[src/rtl/f1_pkg.sv]
// Shared types and constants for the F1 start-light sequencer.
// This package holds the FSM state encoding and the default array geometry.
package f1_pkg;

  localparam int N_LIGHTS_DEF = 8;
  localparam int RND_W_DEF    = 7;

  localparam logic [N_LIGHTS_DEF-1:0] ALL_ON = {N_LIGHTS_DEF{1'b1}};

  typedef enum logic [1:0] {
    IDLE  = 2'd0,
    BUILD = 2'd1,
    HOLD  = 2'd2
  } state_e;

  // Count value loaded into the hold counter. A random value of zero is
  // clamped to one, so the lights always stay on for at least one tick.
  function automatic logic [RND_W_DEF-1:0] clamp_hold(input logic [RND_W_DEF-1:0] v);
    logic [RND_W_DEF-1:0] r;
    if (v == {RND_W_DEF{1'b0}}) begin
      r = {{(RND_W_DEF-1){1'b0}}, 1'b1};
    end else begin
      r = v;
    end
    return r;
  endfunction

endpackage

[src/rtl/f1_light_seq_hold_counter.sv]
// This counter runs the all-lights-on countdown. It loads the captured random
// value, with zero mapped to one, and then counts down to one without wrapping.
module hold_counter #(
  parameter int W = 7
) (
  input  logic         clk,
  input  logic         rst,
  input  logic         load,
  input  logic [W-1:0] load_val,
  input  logic         dec,
  output logic [W-1:0] cnt,
  output logic         last
);

  localparam logic [W-1:0] ONE  = {{(W-1){1'b0}}, 1'b1};
  localparam logic [W-1:0] ZERO = {W{1'b0}};

  logic [W-1:0] cnt_q;
  logic [W-1:0] cnt_d;

  // Next count value: load wins over decrement; the count stops at one.
  always_comb begin
    cnt_d = cnt_q;
    if (load) begin
      if (load_val == ZERO) begin
        cnt_d = ONE;
      end else begin
        cnt_d = load_val;
      end
    end else if (dec && (cnt_q > ONE)) begin
      cnt_d = cnt_q - ONE;
    end else begin
      cnt_d = cnt_q;
    end
  end

  // Count register.
  always_ff @(posedge clk) begin
    if (rst) begin
      cnt_q <= ZERO;
    end else begin
      cnt_q <= cnt_d;
    end
  end

  assign cnt  = cnt_q;
  assign last = (cnt_q == ONE);

endmodule

[src/rtl/f1_light_seq.sv]
// F1 start-light sequencer. On a trigger it lights the lamps one per tick, then
// holds all of them on for a random number of ticks and switches them off.
module f1_light_seq
  import f1_pkg::*;
#(
  parameter int N_LIGHTS = N_LIGHTS_DEF,
  parameter int RND_W    = RND_W_DEF
) (
  input  logic                clk,
  input  logic                rst,
  input  logic                trigger,
  input  logic                tick,
  input  logic [RND_W-1:0]    rnd,
  output logic                lfsr_en,
  output logic [N_LIGHTS-1:0] data_out,
  output logic                busy,
  output logic                done
);

  localparam logic [N_LIGHTS-1:0] ALL_ON_L  = {N_LIGHTS{1'b1}};
  localparam logic [N_LIGHTS-1:0] ALL_OFF_L = {N_LIGHTS{1'b0}};
  localparam logic [RND_W-1:0]    CNT_ZERO  = {RND_W{1'b0}};

  state_e              state_q, state_d;
  logic [N_LIGHTS-1:0] data_q, data_d;
  logic                busy_q, busy_d;
  logic                done_q, done_d;
  logic                lfsr_en_q, lfsr_en_d;

  logic                load_s;
  logic                dec_s;
  logic [RND_W-1:0]    cnt_s;
  logic                cnt_last_s;

  hold_counter #(
    .W (RND_W)
  ) u_hold_counter (
    .clk      (clk),
    .rst      (rst),
    .load     (load_s),
    .load_val (rnd),
    .dec      (dec_s),
    .cnt      (cnt_s),
    .last     (cnt_last_s)
  );

  // Next-state logic and next values of the registered outputs.
  always_comb begin
    state_d = state_q;
    data_d  = data_q;
    done_d  = 1'b0;
    load_s  = 1'b0;
    dec_s   = 1'b0;

    case (state_q)
      IDLE: begin
        data_d = ALL_OFF_L;
        if (trigger) begin
          state_d = BUILD;
        end else begin
          state_d = IDLE;
        end
      end

      BUILD: begin
        if (tick) begin
          if (data_q == ALL_ON_L) begin
            load_s  = 1'b1;
            state_d = HOLD;
          end else begin
            data_d = {data_q[N_LIGHTS-2:0], 1'b1};
          end
        end else begin
          state_d = BUILD;
        end
      end

      HOLD: begin
        data_d = ALL_ON_L;
        if (tick) begin
          // A zero count can only come from a corrupted counter. In that case
          // the sequence ends instead of waiting for a wrap.
          if (cnt_last_s || (cnt_s == CNT_ZERO)) begin
            data_d  = ALL_OFF_L;
            done_d  = 1'b1;
            state_d = IDLE;
          end else begin
            dec_s = 1'b1;
          end
        end else begin
          state_d = HOLD;
        end
      end

      default: begin
        state_d = IDLE;
        data_d  = ALL_OFF_L;
      end
    endcase

    busy_d    = (state_d != IDLE);
    lfsr_en_d = (state_d == IDLE);
  end

  // State and output registers.
  always_ff @(posedge clk) begin
    if (rst) begin
      state_q   <= IDLE;
      data_q    <= ALL_OFF_L;
      busy_q    <= 1'b0;
      done_q    <= 1'b0;
      lfsr_en_q <= 1'b1;
    end else begin
      state_q   <= state_d;
      data_q    <= data_d;
      busy_q    <= busy_d;
      done_q    <= done_d;
      lfsr_en_q <= lfsr_en_d;
    end
  end

  assign data_out = data_q;
  assign busy     = busy_q;
  assign done     = done_q;
  assign lfsr_en  = lfsr_en_q;

endmodule
[config.mk]
export PLATFORM = sky130hd
export DESIGN_NAME = f1_light_seq
export DESIGN_NICKNAME = d
export VERILOG_FILES = /design/src/rtl/f1_pkg.sv /design/src/rtl/f1_light_seq_hold_counter.sv /design/src/rtl/f1_light_seq.sv
export SDC_FILE = /design/constraint.sdc
export NUM_CORES = 1
export LEC_CHECK = 0
export CAP_MARGIN = 30
export CORE_ASPECT_RATIO = 1.5
export CORE_MARGIN = 8
export CORE_UTILIZATION = 54
export CTS_BUF_LIST = sky130_fd_sc_hd__clkbuf_8
export CTS_CLUSTER_DIAMETER = 50
export DETAILED_ROUTE_END_ITERATION = 16
export GPL_ROUTABILITY_DRIVEN = 0
export PLACE_DENSITY = 0.81
export REMOVE_ABC_BUFFERS = 1
export SETUP_SLACK_MARGIN = 0.3
export SYNTH_ARGS = -nofsm -noshare
export SYNTH_HDL_FRONTEND = slang
export SYNTH_SLANG_ARGS = --single-unit
[constraint.sdc]
create_clock -name clk -period 2.5 [get_ports clk]
set_input_delay 0.625 -clock clk [delete_from_list [all_inputs] [get_ports clk]]
set_output_delay 0.625 -clock clk [all_outputs]
set_load 0.02 [all_outputs]
==> impl_metrics.py <==
metrics = {
    "status": {
        "status": "complete, no violations",
    },
    "critical_path": {
        "startpoint_type": "register",
        "startpoint": "u_hold_counter.cnt[0]",
        "arrival_ns": 2.19,
        "required_ns": 2.68,
        "end_kind": "register",
        "reg2reg_depth": 5,
        "path_class": "register to register",
        "cp_max_fo": 8,
        "timing.rr.start": "u_hold_counter.cnt[0]",
    },
    "placed_design": {
        "dpl_cell_area_um2": 1460,
        "port_buffers": 21,
        "dp_hpwl_um": 2347,
        "pre_cts_ws_ns": 0.2509,
    },
    "global_route": {
        "grt_max_degree": 18,
        "grt_pass1_wl_um": 5264,
        "antenna_found_initial": 0,
        "grt-ovfl-total": 0,
        "grt_pass1_vias": 1227,
        "track_usage_pct": 17.43,
    },
    "drt": {
        "drcViolationCount": 0,
        "wl_per_cell_um": 16.66,
        "final_antenna_net_count": 0,
        "via_per_inst": 6.579,
        "drtIter0Drc": 30,
        "routed_wl_um": 3048,
        "dr.pass1.iters": 5,
        "dr_total_vias": 1204,
    },
    "cells_and_area": {
        "antenna_cells": 0,
        "layout.nets": 179,
        "fillCellCount": 179,
        "seq_area_um2": 400.4,
        "multi_input_area_um2": 738.2,
        "fin_util_pct": 69.48,
        "drive_gt1_share_pct": 12.50,
        "final_area_um2": 1515,
        "area_growth_pct": 25.88,
    },
    "synthesis": {
        "netlist_top_cells_area": "dfxtp_1 33%, ha_1 7.3%, o221ai_1 5.1%",
        "synth_top_area_cell": "dfxtp_1",
        "synth_warnings": 0,
        "seq_area_frac_synth_pct": 33.26,
        "syn-cell-area_um2": 1204,
        "syn_area_per_cell_um2": 8.850,
        "ys_seq_elements": 20,
        "synthCells": 136,
        "synth_cell_types": 42,
        "synth_top_cell_area_share_pct": 33.26,
    },
    "power_and_ir_drop": {
        "power.leakage_uw": 0.0005270,
        "vdd_drop_max_mv": 0.2630,
        "p_per_area_nw_per_um2": 429.0,
    },
    "clocking": {
        "clockBufferDepth": 2,
        "clock-sinks": 20,
        "clk_pin_slew_ns": 0.07,
        "cts_root_buffer": "clkbuf_8",
        "cts_tree": "done",
        "cts_hold_buffers": 0,
        "numCtsBuffers": 3,
        "worstSkewPairLatency_ns": 0.26,
        "cts_htree_levels": 1,
        "postCtsSetupRepairBufs": 0,
        "ctsResizeCount": 0,
    },
    "floorplan": {
        "die-area_um2": 4027,
        "io_pins": 22,
        "die_h_um": 73.82,
        "initial_utilization_pct": 55.19,
        "row_count": 21,
        "core_area_um2": 2181,
        "die_w_um": 54.55,
    },
    "timing": {
        "report.final.slew_viol_count": 0,
        "rsz0062_at_grt": "false",
        "hold_viol_final": 0,
        "setup_viol": 0,
        "tightest_slew_ns": 0.4298,
        "worst_slack_ns": 0.4940,
        "fmax_ghz": 0.4985,
        "fin_setup_tns_ns": 0,
        "finalCritPeriodShare_pct": 80.24,
        "finalCriticalPeriod_ns": 2.006,
        "fin_skew_ns": 0.002451,
        "slew_headroom_pct": 71.35,
    },
    "hold_path": {
        "holdPathStages": 2,
        "hold_start": "data_out[3]",
        "min_path_type": "register to register",
    },
    "run": {
        "drv_cap": 0,
    },
}
==> final timing paths <==
| path | endpoint | slack [ns] |
|---|---|---|
| max | u_hold_counter.cnt[6] | 0.49 |
| min reg2reg | data_out[3] | 0.50 |
| min | data_out[3] | 0.50 |
| max reg2reg | u_hold_counter.cnt[6] | 0.49 |
==> worst max-delay path, cell delays in order (launching register included) <==
cell and delay, ns:
dfxtp_1 0.43, inv_1 0.11, ha_1 0.23, o311a_4 0.42
or4_4 0.49, a311oi_2 0.25
==> metrics by stage <==
stage,cells,hold WS (ns),total power [uW]
CTS,183,0.5026,654.4
global route,183,0.5263,679.7
global placement,179,0.4692,407.1
floorplan,129,0.5045,364.0
finish,183,0.4994,650.1
detailed placement,179,0.4915,408.3
==> report_power, final <==
group,total [uW],switching (uW),internal [uW]
sequential,326,2.70,323
clock,248,108,140
combinational,75.9,42.0,33.9
==> cells in the mapped netlist, drive strengths merged <==
| cell | n |
|---|---|
| a21oi | 8 |
| o2111ai | 1 |
| a31oi | 1 |
| o221ai | 7 |
| nor2 | 9 |
| nor4 | 1 |
| and2 | 7 |
| a311o | 1 |
| a311oi | 6 |
| a21o | 1 |
| nand4 | 4 |
| a2111oi | 1 |
| mux2i | 1 |
| inv | 9 |
| o311ai | 1 |
| a211oi | 4 |
| xnor2 | 1 |
| a221oi | 1 |
| or4 | 2 |
| nand3 | 9 |
| clkbuf | 5 |
| ha | 7 |
| buf | 2 |
| nand2b | 1 |
| o211ai | 1 |
| nor3 | 5 |
| or2 | 1 |
| and4 | 3 |
| o21ai | 5 |
| dfxtp | 20 |
| or4b | 1 |
| nand2 | 3 |
| o21ba | 1 |
| or3 | 4 |
| clkinv | 1 |
| o311a | 1 |
==> kinds of logic (layout without fill, tap and decap cells) <==
kind of cell	Yosys count	in the layout	share of synthesized area [%]
AND/OR/NAND/NOR	50	50	25.47
AO/OA/AOI/OAI	40	40	27.03
flip-flops	20	20	33.26
buffers and inverters	17	41	5.404
adder cells (fa/ha/maj)	7	7	7.276
XOR/XNOR	1	1	0.7278
multiplexers	1	1	0.8316
==> layout make-up <==
cell class	instances	share of cell area (%)
Tap cell	23	1.899
Timing Repair Buffer	27	16.85
Multi-Input combinational cell	99	48.72
Inverter	10	2.477
Clock buffer	4	3.633
Sequential cell	20	26.42
==> cells in the final DEF, fill, tap and decap left out, types with 5 or more instances in the layout <==
master,n
clkdlybuf4s50_1,21
dfxtp_1,20
inv_1,9
nand3_1,8
a21oi_1,8
nor2_1,8
and2_1,7
o221ai_1,7
ha_1,7
buf_4,6
o21ai_0,5
nor3_1,5
==> routing by layer <==
| layer | global-route usage [%] | share of wire [%] | vias up |
|---|---|---|---|
| met5 | 0 | 0 | - |
| met4 | 14.56 | 5.5 | 0 |
| li1 | - | - | 570 |
| met3 | 4.656 | 5.4 | 19 |
| met2 | 29.03 | 51 | 43 |
| met1 | 16.67 | 38 | 572 |
==> flip-flops by register name, indices dropped and copies added (netlist names) <==
| signal | flops |
|---|---|
| state_q | 2 |
| data_out | 8 |
| done | 1 |
| busy | 1 |
| lfsr_en | 1 |
| u_hold_counter.cnt | 7 |
No activity file was read; power rests on OpenSTA's default activity.
